===== config.mk =====
export PLATFORM = sky130hd
export DESIGN_NAME = dmem_mmio_responder
export DESIGN_NICKNAME = d
export VERILOG_FILES = /design/src/rtl/dmem_map_pkg.sv /design/src/rtl/dmem_mmio_tx_byte_fifo.sv /design/src/rtl/dmem_mmio_responder.sv
export SDC_FILE = /design/constraint.sdc
export NUM_CORES = 2
export LEC_CHECK = 0
export BUFFER_PORTS_ARGS = -buffer_cell sky130_fd_sc_hd__buf_4
export CAP_MARGIN = 20
export CORE_MARGIN = 1.5
export CORE_UTILIZATION = 57
export DETAILED_ROUTE_END_ITERATION = 10
export PLACE_DENSITY = 0.82
export SYNTH_ARGS = -nofsm -noshare
export SYNTH_HDL_FRONTEND = slang
export SYNTH_HIERARCHICAL = 1
export SYNTH_SLANG_ARGS = --single-unit

===== constraint.sdc =====
create_clock -name clk -period 2.46 [get_ports clk]
set_input_delay 0.369 -clock clk [delete_from_list [all_inputs] [get_ports clk]]
set_output_delay 0.369 -clock clk [all_outputs]
set_load 0.005 [all_outputs]

===== src/rtl/dmem_map_pkg.sv =====
// Shared address map for the data-memory / MMIO responder: region nibbles,
// MMIO word offsets and the STATUS register layout.
package dmem_map_pkg;

  localparam int unsigned ADDR_W = 32;
  localparam int unsigned DATA_W = 32;
  localparam int unsigned BYTE_W = 8;
  localparam int unsigned TIME_W = 64;
  localparam int unsigned OFF_W  = 3;

  localparam logic [3:0] REGION_RAM          = 4'h0;
  localparam logic [3:0] REGION_MMIO_DEFAULT = 4'h1;

  localparam logic [OFF_W-1:0] OFF_TXDATA  = 3'd0;
  localparam logic [OFF_W-1:0] OFF_STATUS  = 3'd1;
  localparam logic [OFF_W-1:0] OFF_TIME_LO = 3'd2;
  localparam logic [OFF_W-1:0] OFF_TIME_HI = 3'd3;
  localparam logic [OFF_W-1:0] OFF_CMP     = 3'd4;

  localparam int unsigned ST_EMPTY = 0;
  localparam int unsigned ST_FULL  = 1;
  localparam int unsigned ST_IRQ   = 2;
  localparam int unsigned ST_OVF   = 3;

  typedef struct packed {
    logic ovf;
    logic irq;
    logic full;
    logic empty;
  } status_t;

endpackage


===== src/rtl/dmem_mmio_tx_byte_fifo.sv =====
// Byte TX FIFO with valid/ready drain side; a push into a full FIFO is
// accepted only if a pop happens in the same cycle, otherwise it sets ovf.
module tx_byte_fifo
  import dmem_map_pkg::*;
#(
  parameter int unsigned DEPTH = 4
) (
  input  logic                     clk,
  input  logic                     rst_n,
  input  logic                     push,
  input  logic [BYTE_W-1:0]        push_data,
  input  logic                     pop_rdy,
  input  logic                     ovf_clr,
  output logic [BYTE_W-1:0]        head_data,
  output logic                     valid,
  output logic                     full,
  output logic                     empty,
  output logic [$clog2(DEPTH):0]   count,
  output logic                     ovf
);

  localparam int unsigned PW = $clog2(DEPTH);
  localparam int unsigned CW = PW + 1;

  logic [BYTE_W-1:0] mem_q [DEPTH];
  logic [BYTE_W-1:0] mem_d [DEPTH];
  logic [PW-1:0]     wr_ptr_q, wr_ptr_d;
  logic [PW-1:0]     rd_ptr_q, rd_ptr_d;
  logic [CW-1:0]     count_q, count_d;
  logic              ovf_q, ovf_d;
  logic              empty_c, full_c, pop_c, push_ok_c;

  // Next-state: pointer wrap is the natural PW-bit rollover.
  always_comb begin
    mem_d     = mem_q;
    wr_ptr_d  = wr_ptr_q;
    rd_ptr_d  = rd_ptr_q;
    ovf_d     = ovf_q;
    empty_c   = (count_q == '0);
    full_c    = (count_q == CW'(DEPTH));
    pop_c     = pop_rdy && !empty_c;
    push_ok_c = push && (!full_c || pop_c);

    if (push_ok_c) begin
      mem_d[wr_ptr_q] = push_data;
      wr_ptr_d        = wr_ptr_q + PW'(1);
    end
    if (pop_c) begin
      rd_ptr_d = rd_ptr_q + PW'(1);
    end
    count_d = count_q + CW'(push_ok_c) - CW'(pop_c);

    if (ovf_clr) begin
      ovf_d = 1'b0;
    end
    if (push && full_c && !pop_c) begin
      ovf_d = 1'b1;
    end
  end

  always_ff @(posedge clk or negedge rst_n) begin
    if (!rst_n) begin
      for (int i = 0; i < int'(DEPTH); i++) begin
        mem_q[i] <= '0;
      end
      wr_ptr_q <= '0;
      rd_ptr_q <= '0;
      count_q  <= '0;
      ovf_q    <= 1'b0;
    end else begin
      mem_q    <= mem_d;
      wr_ptr_q <= wr_ptr_d;
      rd_ptr_q <= rd_ptr_d;
      count_q  <= count_d;
      ovf_q    <= ovf_d;
    end
  end

  assign head_data = mem_q[rd_ptr_q];
  assign empty     = empty_c;
  assign full      = full_c;
  assign valid     = !empty_c;
  assign count     = count_q;
  assign ovf       = ovf_q;

endmodule


===== src/rtl/dmem_mmio_responder.sv =====
// M-stage data port responder: word RAM, 64-bit timer with compare IRQ and a
// byte TX FIFO, all decoded from the core's byte address.
module dmem_mmio_responder
  import dmem_map_pkg::*;
#(
  parameter int unsigned       RAM_AW     = 6,
  parameter int unsigned       FIFO_DEPTH = 4,
  parameter logic [ADDR_W-1:0] MMIO_BASE  = {REGION_MMIO_DEFAULT, 28'h0}
) (
  input  logic              clk,
  input  logic              reset,
  input  logic              MemWriteM,
  input  logic [ADDR_W-1:0] ALUResultM,
  input  logic [DATA_W-1:0] WriteDataM,
  output logic [DATA_W-1:0] ReadDataM,
  output logic [BYTE_W-1:0] tx_data,
  output logic              tx_valid,
  input  logic              tx_ready,
  output logic              timer_irq
);

  localparam int unsigned RAM_WORDS   = 2 ** RAM_AW;
  localparam logic [3:0]  REGION_MMIO = MMIO_BASE[31:28];

  logic [DATA_W-1:0] ram_q [RAM_WORDS];
  logic [TIME_W-1:0] time_q, time_d;
  logic [DATA_W-1:0] cmp_q, cmp_d;
  logic              irq_q, irq_d;

  logic [3:0]        region_c;
  logic [OFF_W-1:0]  off_c;
  logic [RAM_AW-1:0] ram_idx_c;
  logic              ram_hit_c, mmio_hit_c, mmio_wr_c;
  logic              push_c, ovf_clr_c, cmp_wr_c;

  logic              fifo_full, fifo_empty, fifo_ovf;
  logic [$clog2(FIFO_DEPTH):0] fifo_count;
  status_t           status_c;

  // Address decode; low two bits and RAM alias bits are don't-care.
  always_comb begin
    region_c   = ALUResultM[31:28];
    off_c      = ALUResultM[4:2];
    ram_idx_c  = ALUResultM[RAM_AW+1:2];
    ram_hit_c  = (region_c == REGION_RAM);
    mmio_hit_c = (region_c == REGION_MMIO);
    mmio_wr_c  = MemWriteM && mmio_hit_c;
    push_c     = mmio_wr_c && (off_c == OFF_TXDATA);
    ovf_clr_c  = mmio_wr_c && (off_c == OFF_STATUS) && WriteDataM[ST_OVF];
    cmp_wr_c   = mmio_wr_c && (off_c == OFF_CMP);
  end

  always_ff @(posedge clk) begin
    if (MemWriteM && ram_hit_c) begin
      ram_q[ram_idx_c] <= WriteDataM;
    end
  end

  // A CMP write overrides a match in the same cycle, leaving irq clear.
  always_comb begin
    time_d = time_q + 64'd1;
    cmp_d  = cmp_q;
    irq_d  = irq_q;
    if (time_q[DATA_W-1:0] == cmp_q) begin
      irq_d = 1'b1;
    end
    if (cmp_wr_c) begin
      cmp_d = WriteDataM;
      irq_d = 1'b0;
    end
  end

  always_ff @(posedge clk or negedge reset) begin
    if (!reset) begin
      time_q <= '0;
      cmp_q  <= 32'hFFFF_FFFF;
      irq_q  <= 1'b0;
    end else begin
      time_q <= time_d;
      cmp_q  <= cmp_d;
      irq_q  <= irq_d;
    end
  end

  tx_byte_fifo #(
    .DEPTH (FIFO_DEPTH)
  ) u_tx_fifo (
    .clk       (clk),
    .rst_n     (reset),
    .push      (push_c),
    .push_data (WriteDataM[BYTE_W-1:0]),
    .pop_rdy   (tx_ready),
    .ovf_clr   (ovf_clr_c),
    .head_data (tx_data),
    .valid     (tx_valid),
    .full      (fifo_full),
    .empty     (fifo_empty),
    .count     (fifo_count),
    .ovf       (fifo_ovf)
  );

  // Side-effect-free read mux.
  always_comb begin
    status_c.ovf   = fifo_ovf;
    status_c.irq   = irq_q;
    status_c.full  = fifo_full;
    status_c.empty = fifo_empty;
    ReadDataM      = '0;
    if (ram_hit_c) begin
      ReadDataM = ram_q[ram_idx_c];
    end else if (mmio_hit_c) begin
      case (off_c)
        OFF_STATUS:  ReadDataM = DATA_W'(status_c);
        OFF_TIME_LO: ReadDataM = time_q[DATA_W-1:0];
        OFF_TIME_HI: ReadDataM = time_q[TIME_W-1:DATA_W];
        OFF_CMP:     ReadDataM = cmp_q;
        default:     ReadDataM = '0;
      endcase
    end
  end

  assign timer_irq = irq_q;

  logic unused_bits;
  assign unused_bits = ^{ALUResultM[27:RAM_AW+2], ALUResultM[1:0], fifo_count};

endmodule

Yosys cells after proc, flatten, opt, wreduce, memory -nomap -nowiden
Memory sizes are Yosys's and may differ from the RTL's.
Cells that the tools add are included.

storage, ports and cells
  bits in registers = 137
  memory bits (writable) = 2,048
  input port bits = 68
  memories = 1

memory list
  name   depth  bits a word  read ports  clocked after Yosys merged registers in  write ports  line                       text
  ram_q  64     32           1           0                                        1            dmem_mmio_responder.sv:25  logic [DATA_W-1:0] ram_q [RAM_WORDS];

cells by class
  add/subtract/negate cells = 5
  order comparisons = 3
  eq/ne operators = 7
  muxes and demuxes = 15
  bitwise operators = 2
  reductions and logical operators = 20

operators with widths
  operator                 number
  $pmux W32 S4             1
  $add A64 B1 Y64 const B  1
  $mux W32                 2
  $bwmux W32               1
  $eq A32 B32 Y1           1
  $mux W8                  3
  $bmux W8 S2              1
  $demux W8 S2             1
  $logic_and A1 B1 Y1      11
  $eq A3 B2 Y1 const B     2
  $eq A3 B3 Y1 const B     2
  $ge A3 B3 Y1 const B     2
  $logic_not A3 Y1         2
  $mux W1                  6
  $not A2 Y3               2
  $add A2 B1 Y2 const B    2
  $eq A4 B1 Y1 const B     1
  $logic_not A4 Y1         1
  $reduce_bool A2 Y1       2
  $add A3 B1 Y3            1
  $eq A3 B1 Y1 const B     1
  $logic_not A1 Y1         3
  $lt A3 B1 Y1 const B     1
  $sub A3 B1 Y3            1
  $logic_or A1 B1 Y1       1

Depth between registers and ports, before layout
  word-level depth = 7
  depth in mapped cells = 15
  gate-level depth less buffers = 10

Hierarchy
The synthesis kept the hierarchy.

modules (own cells, without submodules)
  module               instances  cells an instance  area each (µm²)  sequential area each (µm²)
  dmem_mmio_responder  1          3,968              84,342.1         63,966.3
  tx_byte_fifo         1          118                1,993.2          1,001.0

Worst setup path before layout
Ideal clock, no wire load.

  path type = in2reg
  start = input port ALUResultM[2]
  end = register u_tx_fifo.count_q[2] (netlist: u_tx_fifo/count[2])
  arrival = 3.508 ns
  required time = 2.337 ns
  path slack = -1.171 ns
  cell stages on the path = 15
  buffers on the path = 7
  cells stage by stage = buf_4 buf_6 buf_6 buf_4 buf_4 buf_6 buf_4 nor4_1 nand2_1 ha_1 inv_1 ha_1 fa_1 xor2_1 xnor2_1

between the ends
  longest elaborated chain between the ends = 5

ends and longest elaborated chain
  item                      line                          text
  start, declared           dmem_mmio_responder.sv:13     input logic [ADDR_W-1:0] ALUResultM,
  $logic_not A3 Y1          dmem_mmio_responder.sv:48     push_c = mmio_wr_c && (off_c == OFF_TXDATA);
  $logic_and A1 B1 Y1       dmem_mmio_responder.sv:48
  via push_c                dmem_mmio_responder.sv:34     logic push_c, ovf_clr_c, cmp_wr_c;
  $logic_and A1 B1 Y1       dmem_mmio_tx_byte_fifo.sv:42  push_ok_c = push && (!full_c || pop_c);
  $add A3 B1 Y3             dmem_mmio_tx_byte_fifo.sv:51  count_d = count_q + CW'(push_ok_c) - CW'(pop_c);
  $sub A3 B1 Y3             dmem_mmio_tx_byte_fifo.sv:51
  via u_tx_fifo.count_d[2]  dmem_mmio_tx_byte_fifo.sv:29  logic [CW-1:0] count_q, count_d;
  end signal, assigned      dmem_mmio_tx_byte_fifo.sv:74  count_q <= count_d;
  end, declared             dmem_mmio_tx_byte_fifo.sv:29

The timed path passes the listed nets, and every way through them passes these cells.
A chain may end at the register's enable or synchronous reset.

Final worst setup path
  start = memory ram_q[19][4]
  end = output port ReadDataM[4]

between the ends
  longest elaborated chain between the ends = 2

ends and longest elaborated chain
  item             line                        text
  start, declared  dmem_mmio_responder.sv:25
  $mem_v2 Z64 W32  --
  $mux W32         dmem_mmio_responder.sv:109  if (ram_hit_c) begin
  end, declared    dmem_mmio_responder.sv:15   output logic [DATA_W-1:0] ReadDataM,

Every way passes these cells.

==> metrics.txt <==
status complete, but fails checks; failing checks setup timing; Vias roughly 51k; Initial Util a little under three fifths; TritonCTS clock tree built; Power Density roughly 740 nW/um^2; Syn. warnings 6; via density per instance approximately 7.2; register area share after synthesis between 70 and 80%; grt total ovfl 0; drt first-iter violations just under 9k; Hold Fails Final Rpt 0; CP required about 2.1 ns; WS Path Type flop to output port; Slew @ Worst Pin 0.9479 ns; ratio of cells with drive above 1 in the final layout about two fifths; CTS Buf Count between 200 and 250; Skew-Pair Late Insertion Delay 0.83 ns; average routed wire per standard cell between 30 and 40 um; Gate Count Post-Synth slightly above 4k; FFs w/ async S/R, synth approximately 6.3%; RSZ-0062 raised after global routing true; ys flop type edfxtp_1; count of cell types in the netlist 83; XOR/XNOR share of the synthesized area 1.004%; Post-synth EDFFs between 2k and 2.5k; met1 Usage GRT approximately 45%; HP Class input pin to flop; clock slew at reported path FFs approximately 0.060 ns; Syn Area/Cell 21.13 sq um; routed wire length about 280000 um; Max-cap violations 0; first-pass GRT wire length between 300000 and 400000 um; crit path max fanout 1; die area between 150000 and 200000 sq um; final setup margin -1.172 ns; critical path's largest stage delay 0.55 ns; clock tree sinks roughly 2.2k; Static Leakage 0.03468 uW; crit path cell chain mux4_2 > mux4_2 > a22oi_2 > buf_6 > o211ai_1 > buf_4; Clock Skew about 0.024 ns; Max Clock Freq between 0.2 and 0.3 GHz; Rel. slew slack 36.81%; CP endpoint kind output port; cell with the most instances on the worst path mux4_2; Top-Level Pins 110; Final Cycle Share 147.6%; Die Y ~400 um; port bufs 87; area grow syn2layout 20.86%; CP max stage cell mux4_2; GR Util All Layers 35.59%; top cells by count, synth edfxtp_1 (2048), mux4_2 (514), mux2i_1 (155), nor2_1 (115), nand2_1 (107); top cell type's share of synthesized area between 70 and 80%; gr busiest metal met2; CP Launch Type flop; Clock Path Buffers 3; first drt pass iteration count 6; final setup fails 32; Max IR drop VDD roughly 0.8 mV; # H-tree levels 4; Global Route met3 Usage around a tenth; Synth area leaders edfxtp_1 (71%), mux4_2 (13%), dfrtp_1 (3.0%); largest family of logic cells by synthesized area multiplexers; Synth Area in Adders less than 1%; Total Neg Setup Slack -27.29 ns; drt drc 0; nets@finish just under 5k; initial antenna violation count 9; post-synthesis mux area share between 10% and 20%; ANT nets after route 0; Final Critical Period ~3.6 ns; DP Wirelength 160200 um; GR met2 Demand/Resource 54.82%; largest net degree at the start of global routing 70; Post-Synth Simple-Gate Area between 2 and 3%; number of global-route vias before repair ~50k; core area between 150000 and 200000 sq um; RePlAce Congestion 0.9567; top-count cell post-synth edfxtp_1; Synth Cell Area about 86000 sq um; DIE WIDTH approximately 390 um; CTS Root Cell clkbuf_16; dominant cell type by area after synthesis edfxtp_1; Core Rows about 140; #FFs+latches synth roughly 2.2k; Synth Area in Compound Gates under 10%; Hold Slack 0.08938 ns; critical path arrival ~3.3 ns; Synth Net Count 4162; fin. max-slew vios 0
==> flip-flops by register name, summed over array words and instances, names as in the netlist <==
name / flops
ram_q: 2048
time_q: 64
cmp_q: 32
u_tx_fifo/mem_q: 32
u_tx_fifo/count: 3
u_tx_fifo/rd_ptr_q: 2
u_tx_fifo/wr_ptr_q: 2
timer_irq: 1
u_tx_fifo/ovf: 1
==> what timing repair did <==
item	CTS	global route
endpoints found under the setup margin	40	34
pin swaps	53	38
buffers inserted	7	25
hold buffers	3	0
endpoints found under the hold margin	104	0
gates resized for setup	175	75
gates cloned	1	2
==> final cells by class <==
type / instances / area (sq um)
clock inverter: 121 / 1126
inverter: 24 / 97.59
sequential: 2185 / 64970
fill: 8202 / 45790
antenna: 6 / 15.01
clock buffer: 250 / 5404
timing repair buffer: 799 / 8474
tap: 2016 / 2522
multi-input combinational: 1648 / 21740
==> metal layers <==
| metal | vias to the layer above | wire length, um | share of wire (%) |
|---|---|---|---|
| li1 | 18626 | - | - |
| met1 | 25547 | 85870 | 31 |
| met2 | 5248 | 127900 | 46 |
| met3 | 1201 | 40150 | 15 |
| met4 | 10 | 21430 | 7.8 |
| met5 | - | 82 | 0.030 |
==> placed cells by master, fill, tap and decap left out, types with 65 or more instances in the layout <==
cell type,count
dfrtp_1,104
clkbuf_16,211
mux4_2,514
nor2_4,65
xnor2_1,72
nand2_1,95
mux2_2,81
buf_12,172
mux2i_1,144
buf_4,577
edfxtp_1,2048
==> where the power goes <==
part           switching, uW  internal (uW)  leakage [uW]
Clock                  14000          17600       0.00317
Sequential               138          40800        0.0202
Combinational           2910           2170        0.0113
Total                  17000          60500        0.0347
==> kinds of logic (layout without fill, tap and decap cells) <==
logic type | Yosys count | in the layout
compound gates | 300 | 300
xor+xnor | 99 | 99
fa+ha+maj | 8 | 8
buf+inv | 253 | 1194
flops | 2185 | 2185
mux | 787 | 787
other cells | 0 | 6
simple gates | 454 | 454
==> critical path: cells and delay by family (launching register included) <==
kind | cells | cell delay, ns
flops | 1 | 0.41
mux | 2 | 1.10
compound gates | 2 | 0.48
buf+inv | 2 | 0.43
==> per-stage QoR <==
stage / instances / cell area [sq um] / util, % / total power [uW] / worst slack, ns
after floorplan: 4086 / 86980 / - / 43900 / -0.4769
after global placement: 6644 / 96190 / 64.07 / 45970 / -1.334
after detailed placement: 6646 / 96210 / 64.08 / 46120 / -1.190
after CTS: 7018 / 103700 / 69.05 / 77150 / -1.077
after global routing: 7043 / 104300 / 69.49 / 79040 / -1.126
final: 7049 / 104300 / 69.50 / 77550 / -1.172
==> worst paths after layout <==
check | startpoint | to | slack, ns | cells past startpoint
setup / recovery | ram_q[19][4]$_DFFE_PP_ | ReadDataM[4] | -1.17 | 6
hold / removal | WriteDataM[3] | ram_q[63][3]$_DFFE_PP_ | 0.09 | 1
setup reg to reg | u_tx_fifo/count[0]$_DFF_PN0_ | u_tx_fifo/count[2]$_DFF_PN0_ | 0.06 | 10
hold reg to reg | time_q[63]$_DFF_PN0_ | time_q[63]$_DFF_PN0_ | 0.50 | 1
max in group asynchronous | reset | u_tx_fifo/rd_ptr_q[0]$_DFFE_PN0P_ | 1.41 | 3
min in group asynchronous | reset | u_tx_fifo/wr_ptr_q[1]$_DFFE_PN0P_ | 0.19 | 2
Note: power is estimated with default switching activity, not from simulation.
